===== src/rtl/hit_pkg.sv =====
// Shared types and constants for the player hit tracker.
package hit_pkg;

  localparam int NUM_ROCKETS       = 15;
  localparam int DEF_START_LIVES   = 3;
  localparam int DEF_INVULN_FRAMES = 60;

  typedef enum logic [1:0] {
    ALIVE  = 2'd0,
    INVULN = 2'd1,
    DEAD   = 2'd2
  } state_t;

  // Saturating decrement of the 2-bit lives counter.
  function automatic logic [1:0] lives_dec(input logic [1:0] lives);
    if (lives == 2'd0) begin
      return 2'd0;
    end else begin
      return lives - 2'd1;
    end
  endfunction

endpackage


===== src/rtl/frame_edge_detect.sv =====
// Rising-edge detector for the frame strobe, which is sampled as ordinary
// data in the pixel clock domain.
module frame_edge_detect (
  input  logic Clk,
  input  logic Reset,
  input  logic frame_clk,
  output logic frame_tick
);

  logic frame_prev_r;

  // Remember last cycle's frame strobe level.
  always_ff @(posedge Clk) begin
    if (Reset) begin
      frame_prev_r <= 1'b0;
    end else begin
      frame_prev_r <= frame_clk;
    end
  end

  assign frame_tick = frame_clk & ~frame_prev_r;

endmodule


===== src/rtl/player_hit_tracker.sv =====
// Player hit tracker: accumulates player/rocket pixel overlaps within a
// frame, and at each frame boundary updates lives, invulnerability blink,
// game-over and the rocket hit mask.
// Optional build macro: PLAYER_HIT_MASK_EN enables the per-rocket hit mask;
// without it RockHitMask is tied to zero.
module player_hit_tracker #(
  parameter int START_LIVES   = hit_pkg::DEF_START_LIVES,
  parameter int INVULN_FRAMES = hit_pkg::DEF_INVULN_FRAMES,
  parameter int BLINK_SHIFT   = 3
) (
  input  logic                             Clk,
  input  logic                             Reset,
  input  logic                             frame_clk,
  input  logic                             is_Player,
  input  logic [hit_pkg::NUM_ROCKETS-1:0]  is_NPCRock,
  output logic [1:0]                       PlayerLives,
  output logic                             PlayerHit,
  output logic                             Player_Blink,
  output logic                             GameOver,
  output logic [hit_pkg::NUM_ROCKETS-1:0]  RockHitMask
);
  import hit_pkg::*;

  logic       frame_tick_s;
  logic       overlap_s;
  state_t     state_r, state_s;
  logic [1:0] lives_r, lives_s;
  logic [7:0] inv_cnt_r, inv_cnt_s;
  logic       hit_acc_r, hit_acc_s;
  logic       player_hit_r, player_hit_s;
  logic       blink_r, blink_s;
  logic       game_over_r, game_over_s;

  frame_edge_detect u_edge (
    .Clk        (Clk),
    .Reset      (Reset),
    .frame_clk  (frame_clk),
    .frame_tick (frame_tick_s)
  );

  assign overlap_s = is_Player && (is_NPCRock != '0);

  // Next-state logic: per-frame evaluation of the accumulated hit.
  always_comb begin
    state_s      = state_r;
    lives_s      = lives_r;
    inv_cnt_s    = inv_cnt_r;
    player_hit_s = player_hit_r;
    hit_acc_s    = hit_acc_r | overlap_s;
    if (frame_tick_s) begin
      // An overlap on the boundary cycle itself belongs to the new frame.
      hit_acc_s    = overlap_s;
      player_hit_s = 1'b0;
      case (state_r)
        ALIVE: begin
          if (hit_acc_r) begin
            lives_s      = lives_dec(lives_r);
            player_hit_s = 1'b1;
            if (lives_s == 2'd0) begin
              state_s   = DEAD;
              inv_cnt_s = 8'd0;
            end else begin
              state_s   = INVULN;
              inv_cnt_s = 8'(INVULN_FRAMES);
            end
          end else begin
            state_s = ALIVE;
          end
        end
        INVULN: begin
          if (inv_cnt_r != 8'd0) begin
            inv_cnt_s = inv_cnt_r - 8'd1;
          end else begin
            inv_cnt_s = inv_cnt_r;
          end
          if (inv_cnt_s == 8'd0) begin
            state_s = ALIVE;
          end else begin
            state_s = INVULN;
          end
        end
        DEAD: begin
          state_s = DEAD;
          lives_s = 2'd0;
        end
        default: begin
          state_s = ALIVE;
        end
      endcase
    end else begin
      state_s = state_r;
    end
    blink_s     = (state_s == INVULN) ? inv_cnt_s[BLINK_SHIFT] : 1'b0;
    game_over_s = (state_s == DEAD);
  end

  // State and registered outputs; Reset wins over any coincident event.
  always_ff @(posedge Clk) begin
    if (Reset) begin
      state_r      <= ALIVE;
      lives_r      <= 2'(START_LIVES);
      inv_cnt_r    <= 8'd0;
      hit_acc_r    <= 1'b0;
      player_hit_r <= 1'b0;
      blink_r      <= 1'b0;
      game_over_r  <= 1'b0;
    end else begin
      state_r      <= state_s;
      lives_r      <= lives_s;
      inv_cnt_r    <= inv_cnt_s;
      hit_acc_r    <= hit_acc_s;
      player_hit_r <= player_hit_s;
      blink_r      <= blink_s;
      game_over_r  <= game_over_s;
    end
  end

`ifdef PLAYER_HIT_MASK_EN
  logic [NUM_ROCKETS-1:0] mask_acc_r;
  logic [NUM_ROCKETS-1:0] rock_mask_r;

  // Collect touching rockets per frame and publish them at the boundary,
  // regardless of state, so rockets are retired even while invulnerable.
  always_ff @(posedge Clk) begin
    if (Reset) begin
      mask_acc_r  <= '0;
      rock_mask_r <= '0;
    end else if (frame_tick_s) begin
      rock_mask_r <= mask_acc_r;
      mask_acc_r  <= overlap_s ? is_NPCRock : '0;
    end else if (overlap_s) begin
      mask_acc_r  <= mask_acc_r | is_NPCRock;
    end else begin
      mask_acc_r  <= mask_acc_r;
    end
  end

  assign RockHitMask = rock_mask_r;
`else
  assign RockHitMask = '0;
`endif

  assign PlayerLives  = lives_r;
  assign PlayerHit    = player_hit_r;
  assign Player_Blink = blink_r;
  assign GameOver     = game_over_r;

endmodule


===== config.mk =====
export PLATFORM = sky130hd
export DESIGN_NAME = player_hit_tracker
export DESIGN_NICKNAME = d
export VERILOG_FILES = /design/src/rtl/hit_pkg.sv /design/src/rtl/frame_edge_detect.sv /design/src/rtl/player_hit_tracker.sv
export SDC_FILE = /design/constraint.sdc
export NUM_CORES = 1
export LEC_CHECK = 0
export BUFFER_PORTS_ARGS = -buffer_cell sky130_fd_sc_hd__buf_2
export CAP_MARGIN = 20
export CORE_MARGIN = 2
export CORE_UTILIZATION = 30
export DETAILED_ROUTE_END_ITERATION = 8
export HOLD_SLACK_MARGIN = 0.02
export PLACE_DENSITY_LB_ADDON = 0.15
export SKIP_LAST_GASP = 1
export SLEW_MARGIN = 10
export SYNTH_ARGS = -nofsm -noshare
export SYNTH_HDL_FRONTEND = slang
export SYNTH_SLANG_ARGS = --single-unit
export TNS_END_PERCENT = 100

===== constraint.sdc =====
create_clock -name Clk -period 2.4 [get_ports Clk]
set_input_delay 0.36 -clock Clk [delete_from_list [all_inputs] [get_ports Clk]]
set_output_delay 0.36 -clock Clk [all_outputs]
set_load 0.1 [all_outputs]

==> results.json, run 1 <==
{
  "outcome": "complete, no violations",
  "critical_path_arrival_ns": 2.33,
  "end_kind": "flip-flop",
  "critical_path.slowest_cell": "or3b_1",
  "syn_to_final_growth_pct": 12.4,
  "total_routing_resource_utilization_after_global_routing_pct": 14.0,
  "fin_util_pct": 35.1,
  "clock_sink_count": 17,
  "via_count": 1126,
  "post_synth_num_cell_types": 41,
  "post_route_cells_drive_above_1_share_pct": 18.1,
  "htreeDepth": 1,
  "routed_wirelength_mm": 2.64,
  "period_share_pct": 90.4,
  "die_x_um": 66.0,
  "clkLatencyLatePin_ns": 0.25,
  "power.density_nw_per_um2": 569,
  "timing.final.hold_violations": 0,
  "final_net_count": 193,
  "postSynth.asyncResetShare_pct": 0,
  "timing.final.crit_period_ns": 2.17,
  "globalRouteMet3Util_pct": 3.75,
  "critical_path_depth": 6,
  "floorplan.rows": 22,
  "post-place-ws_ns": 0.270,
  "clockRootBuffer": "clkbuf_8",
  "diode_count": 0,
  "xor_xnor_share_of_the_synthesized_area_pct": 0.759,
  "power_leakage_nw": 0.530,
  "synthCells": 150,
  "drt_first_iter_violations": 126,
  "fin_ws_ns": 0.229,
  "synth_top_flop_cell": "dfxtp_1",
  "timing.final.max_slew_violations": 0,
  "rsz0062_at_grt": "no",
  "fp.coreArea_um2": 3690,
  "postCtsResizedCells": 0,
  "floorplan.initialDensity_pct": 31.3,
  "start_kind": "flip-flop",
  "largest_net_degree_at_the_start_of_global_routing": 17,
  "critPathCapture": "GameOver$_SDFF_PP0_",
  "synth_top_family_by_area": "simple AND/OR/NAND/NOR gates",
  "numPortBuffers": 23,
  "worstSetupPathType": "reg2reg",
  "path_clk_slew_ns": 0.07,
  "number_of_optimization_iterations_in_the_first_detailed_route_pass": 4,
  "number_of_design_rule_violations_left_after_detail_routing": 0,
  "clock_tree_from_tritoncts": "yes",
  "routed_via_density": 5.14,
  "synth.ff_latch_count": 17,
  "grt.overflow.total": 0,
  "area_of_the_mapped_netlist_um2": 1150,
  "critical_path.max_fanout": 9,
  "crit_path_cell_trace": "inv_1 -> ha_1 -> or3b_1 -> o41a_1 -> a32o_2 -> a2111oi_4",
  "regToRegSetupSlack_ns": 0.23,
  "required_ns": 2.56,
  "hold_path_class": "in2reg",
  "wire_length_of_the_first_global_routing_pass_mm": 4.79,
  "routed_wire_per_std_cell_um": 12.0,
  "crit_path_max_incr_delay_ns": 0.43,
  "worst_slew_margin_rel_pct": 53.9,
  "holdBufCountCts": 0,
  "syn-mean-instance-area_um2": 7.69,
  "synth-edff-count": 0,
  "r2r_cells": 6,
  "synthMuxAreaShare_pct": 0,
  "cap_violations": 0,
  "report.final.setup_viol": 0,
  "detailed_place_hpwl_mm": 2.02,
  "worst_reg2reg_path_startpoint": "inv_cnt_r[0]$_SDFFE_PP0P_",
  "crit_path_start": "inv_cnt_r[0]$_SDFFE_PP0P_",
  "cp.buffers_inverters": 1,
  "post_cts_buffers": 0,
  "synth_compound_gate_area_share_pct": 23.9,
  "gr-usage-met1_pct": 19.7,
  "cts_max_path_buffers": 2,
  "grt_pass1_vias": 1068,
  "antenna_violations_before_repair": 0,
  "gp_congestion": 0.894,
  "die_ar_um2": 4360,
  "adder_and_majority_cell_fraction_of_the_synthesized_area_pct": 2.17,
  "grt_busiest_layer": "met2",
  "part_of_the_yosys_area_used_for_sequential_elements_pct": 29.5,
  "max_freq_ghz": 0.461,
  "worst_clk_skew_ns": 0.00418,
  "critical-path-top-delay-family": "compound AO/OA/AOI/OAI gates",
  "final.setup.tns_ns": 0,
  "cts_made_buffers": 3,
  "die_y_um": 66.0,
  "yosys.area_share.simple_pct": 29.5,
  "grtUsageMet2_pct": 21.2,
  "antenna_left": 0,
  "crit-reg2reg-capture": "GameOver$_SDFF_PP0_",
  "max_slew.worst_pin.slew_ns": 0.687,
  "yosys_warnings": 0,
  "worst_vdd_ir_v": 0.000247,
  "top_ports": 39
}
==> stage by stage <==
stage	power, W	cell area [µm²]	hold WS (ns)	std cells
2_1_floorplan	0.000511	1210	0.424	164
3_3_place_gp	0.000527	1250	0.443	215
3_5_place_dp	0.000527	1250	0.454	215
4_1_cts	0.000750	1300	0.333	219
5_1_grt	0.000778	1300	0.332	219
6_report	0.000737	1300	0.340	219
==> cells by family (layout without fill, tap and decap cells) <==
logic type,Yosys count,count (layout)
compound gates,40,40
flops,17,17
simple gates,62,62
other cells,1,15
buf+inv,27,34
fa+ha+maj,2,2
xor+xnor,1,1
==> layout make-up <==
class | count | area [µm²]
fill | 402 | 2390
sequential | 17 | 340
clock buffer | 4 | 45.0
tap | 48 | 60.1
inverter | 6 | 22.5
timing repair buffer | 24 | 123
multi-input combinational | 120 | 706
==> worst min-delay path: stages <==
cell     delay [ns]
buf_2          0.07
a22oi_1        0.05
nor2_1         0.08
==> state kept, by name, summed over array words and instances, names as in the netlist <==
| register | count |
|---|---|
| hit_acc_r | 1 |
| u_edge.frame_prev_r | 1 |
| inv_cnt_r | 8 |
| state_r | 2 |
| PlayerLives | 2 |
| Player_Blink | 1 |
| PlayerHit | 1 |
| GameOver | 1 |
==> routing by layer <==
metal / share of wire [%] / routed length (µm) / vias to the layer above
met5: 0 / 0 / -
met4: 1.1 / 29 / 0
met3: 6.1 / 160 / 4
met2: 45 / 1190 / 39
met1: 48 / 1260 / 521
li1: - / - / 562
==> power breakdown <==
group | internal, W | total (W) | switching, W
sequential | 0.000290 | 0.000305 | 0.0000150
combinational | 0.0000439 | 0.000216 | 0.000172
clock | 0.000118 | 0.000215 | 0.0000973
total | 0.000452 | 0.000737 | 0.000285
==> cells in the final DEF, fill, tap and decap left out, types with 4 or more instances in the layout <==
master	Yosys	layout
a21oi_1	10	10
buf_2	1	23
conb_1	1	15
dfxtp_1	17	17
inv_1	6	6
nand2_1	8	8
nor2_1	14	14
nor2b_1	4	4
nor3_1	9	9
nor4_1	6	6
o21ai_0	12	12
==> cells in the mapped netlist (2+ instances only) <==
cell type,n,share of area (%)
nor2b_1,4,2.2
o21ai_0,12,5.2
nand2_1,8,2.6
nand2b_1,3,1.6
inv_1,6,2.0
a211oi_1,2,1.3
a22oi_1,3,2.0
buf_4,15,9.8
nor2_1,14,4.6
or3_1,3,1.6
nand4_1,3,1.6
a31oi_1,3,1.6
clkbuf_1,4,1.3
nor3_1,9,3.9
nor4_1,6,3.3
dfxtp_1,17,30
and3_1,2,1.1
a21oi_1,10,4.3
nand3_1,3,1.3
ha_1,2,2.2
==> worst min path at each step <==
stage / end / startpoint / slack, ns / cells after the start
2_1_floorplan: GameOver$_SDFF_PP0_ / Reset / 0.42 / 1
3_3_place_gp: PlayerHit$_SDFFE_PP0P_ / PlayerHit$_SDFFE_PP0P_ / 0.44 / 2
3_5_place_dp: PlayerHit$_SDFFE_PP0P_ / PlayerHit$_SDFFE_PP0P_ / 0.45 / 2
4_1_cts: hit_acc_r$_SDFF_PP0_ / is_Player / 0.33 / 3
5_1_grt: hit_acc_r$_SDFF_PP0_ / is_Player / 0.33 / 3
6_report: hit_acc_r$_SDFF_PP0_ / is_Player / 0.34 / 3
Note: power is estimated with default switching activity, not from simulation.
==> run 2, diff against run 1 <==
--- a/config.mk
+++ b/config.mk
@@ -8,7 +8,7 @@
 export BUFFER_PORTS_ARGS = -buffer_cell sky130_fd_sc_hd__buf_2
 export CAP_MARGIN = 20
 export CORE_MARGIN = 2
-export CORE_UTILIZATION = 30
+export CORE_UTILIZATION = 49
 export DETAILED_ROUTE_END_ITERATION = 8
 export HOLD_SLACK_MARGIN = 0.02
 export PLACE_DENSITY_LB_ADDON = 0.15
==> run 2 against run 1 <==
Utilization is 22 points higher. Clock power fell by 30%. Die area is 37% lower. Register-to-register slack got worse by 0.05 ns. Maximum frequency decreased by 2.0%. Non-clock buffer count did not move. Clock skew up 0.00059 ns. Highest routed layer unchanged.
==> results.json, run 2 (synthesis gave the netlist of run 1 again) <==
{
  "outcome": "complete, no violations",
  "worst_slew_margin_rel_pct": 53.5,
  "r2r_cells": 6,
  "leading_cell_types_in_the_layout_fill_and_taps_excluded": "23 x buf_2, 17 x dfxtp_1, 15 x conb_1",
  "routed_wire_per_std_cell_um": 12.6,
  "post_cts_buffers": 0,
  "detailed_place_hpwl_mm": 1.94,
  "floorplan.initialDensity_pct": 52.1,
  "number_of_optimization_iterations_in_the_first_detailed_route_pass": 4,
  "power_leakage_nw": 0.525,
  "critical_path.slowest_cell": "or3b_1",
  "die_ar_um2": 2760,
  "power_report.internal_total_w": 0.000396,
  "report.final.setup_viol": 0,
  "crit-reg2reg-capture": "GameOver$_SDFF_PP0_",
  "period_share_pct": 92.3,
  "worst_vdd_ir_v": 0.000371,
  "clock_tree_from_tritoncts": "yes",
  "path_clk_slew_ns": 0.10,
  "fin_util_pct": 56.7,
  "clockRootBuffer": "clkbuf_4",
  "final_net_count": 193,
  "mostFrequentLayoutCell": "buf_2",
  "number_of_design_rule_violations_left_after_detail_routing": 0,
  "syn_to_final_growth_pct": 8.68,
  "clock_power_share_pct": 22.5,
  "cap_violations": 0,
  "die_y_um": 52.5,
  "cts_made_buffers": 3,
  "rsz0062_at_grt": "no",
  "critical_path_arrival_ns": 2.40,
  "regMostFlops": "inv_cnt_r",
  "sequentialPowerShare_pct": 45.4,
  "fp.coreArea_um2": 2210,
  "timing.final.hold_violations": 0,
  "worst_reg2reg_path_startpoint": "inv_cnt_r[0]$_SDFFE_PP0P_",
  "max_slew.worst_pin.slew_ns": 0.692,
  "wire_length_of_the_first_global_routing_pass_mm": 4.17,
  "crit_path_max_incr_delay_ns": 0.43,
  "flip_flop_count_of_the_largest_register_all_copies_and_words_added": 8,
  "antenna_left": 0,
  "hold_ws_ns": 0.305,
  "regToRegSetupSlack_ns": 0.18,
  "total_routing_resource_utilization_after_global_routing_pct": 20.4,
  "hold_end": "hit_acc_r$_SDFF_PP0_",
  "timing.final.max_slew_violations": 0,
  "diode_count": 0,
  "comb_power_share_pct": 32.2,
  "start_kind": "flip-flop",
  "gp_congestion": 0.900,
  "final.setup.tns_ns": 0,
  "end_kind": "flip-flop",
  "floorplan.rows": 17,
  "drt_first_iter_violations": 27,
  "max_freq_ghz": 0.451,
  "top_ports": 39,
  "largest_net_degree_at_the_start_of_global_routing": 17,
  "antenna_violations_before_repair": 0,
  "worst_clk_skew_ns": 0.00477,
  "via_count": 1114,
  "clock_sink_count": 17,
  "htreeDepth": 1,
  "holdBufCountCts": 0,
  "grt_pass1_vias": 950,
  "die_x_um": 52.5,
  "crit_path_cell_trace": "inv_1 -> ha_1 -> or3b_1 -> o41a_1 -> a32o_2 -> a2111oi_4",
  "routed_wirelength_mm": 2.50,
  "holdPathStages": 3,
  "p_sw_share_pct": 41.1,
  "cts_max_path_buffers": 2,
  "worstSetupPathType": "reg2reg",
  "clkLatencyLatePin_ns": 0.29,
  "numPortBuffers": 23,
  "power.density_nw_per_um2": 536,
  "hold_path.startpoint": "is_Player",
  "required_ns": 2.59,
  "timing.final.crit_period_ns": 2.22,
  "hold_path_class": "in2reg",
  "critical_path.max_fanout": 9,
  "postCtsResizedCells": 0,
  "routed_via_density": 5.60,
  "grt.overflow.total": 0,
  "netSwitchingPower_w": 0.000277,
  "post_route_cells_drive_above_1_share_pct": 18.7
}
run 2: how the worst max path moves through the flow:
stage                              start                   to  slack (ns)  cells after the start
2_1_floorplan  inv_cnt_r[0]$_SDFFE_PP0P_  GameOver$_SDFF_PP0_        0.29                      7
3_5_place_dp   inv_cnt_r[0]$_SDFFE_PP0P_  GameOver$_SDFF_PP0_        0.24                      6
3_3_place_gp   inv_cnt_r[0]$_SDFFE_PP0P_  GameOver$_SDFF_PP0_        0.31                      6
4_1_cts        inv_cnt_r[0]$_SDFFE_PP0P_  GameOver$_SDFF_PP0_        0.20                      6
6_report       inv_cnt_r[0]$_SDFFE_PP0P_  GameOver$_SDFF_PP0_        0.18                      6
5_1_grt        inv_cnt_r[0]$_SDFFE_PP0P_  GameOver$_SDFF_PP0_        0.07                      6
run 2: layout make-up:
class,instances,area (µm²)
clock buffers,3,22.5
clock inverters,1,5.00
fillers,221,958
inverters,6,22.5
multi-input cells,120,706
flip-flops and latches,17,340
well taps,28,35.0
repair buffers,24,123
run 2: metrics by stage:
step / power [W] / setup WS [ns] / cells / cell area [µm²]
6_report: 0.000673 / 0.184 / 199 / 1250
5_1_grt: 0.000713 / 0.0660 / 199 / 1250
4_1_cts: 0.000680 / 0.199 / 199 / 1250
3_5_place_dp: 0.000526 / 0.236 / 195 / 1230
3_3_place_gp: 0.000525 / 0.314 / 195 / 1230
2_1_floorplan: 0.000511 / 0.292 / 164 / 1210
run 2: critical path, delay by kind of cell, from the launching register on:
family | cells | cell delay (ns)
buffers and inverters | 1 | 0.11
adders and majority gates | 1 | 0.23
and+or+nand+nor | 1 | 0.43
DFF | 1 | 0.40
AOI/OAI and AO/OA | 3 | 0.95
run 2: power by group through the flow:
stage          Sequential [W]  Combinational (W)  Clock, W
3_5_place_dp         0.000311           0.000215         0
4_1_cts              0.000305           0.000216  0.000159
2_1_floorplan        0.000319           0.000192         0
5_1_grt              0.000307           0.000231  0.000175
3_3_place_gp         0.000311           0.000214         0
6_report             0.000305           0.000216  0.000151
run 2: metal layers:
layer | global-route usage [%] | routed length (µm) | vias to the layer above
li1 | - | - | 561
met1 | 27.2 | 1170 | 513
met2 | 32.9 | 1170 | 38
met3 | 2.57 | 143 | 2
met4 | 8.12 | 17 | 0
met5 | 0 | 0 | -
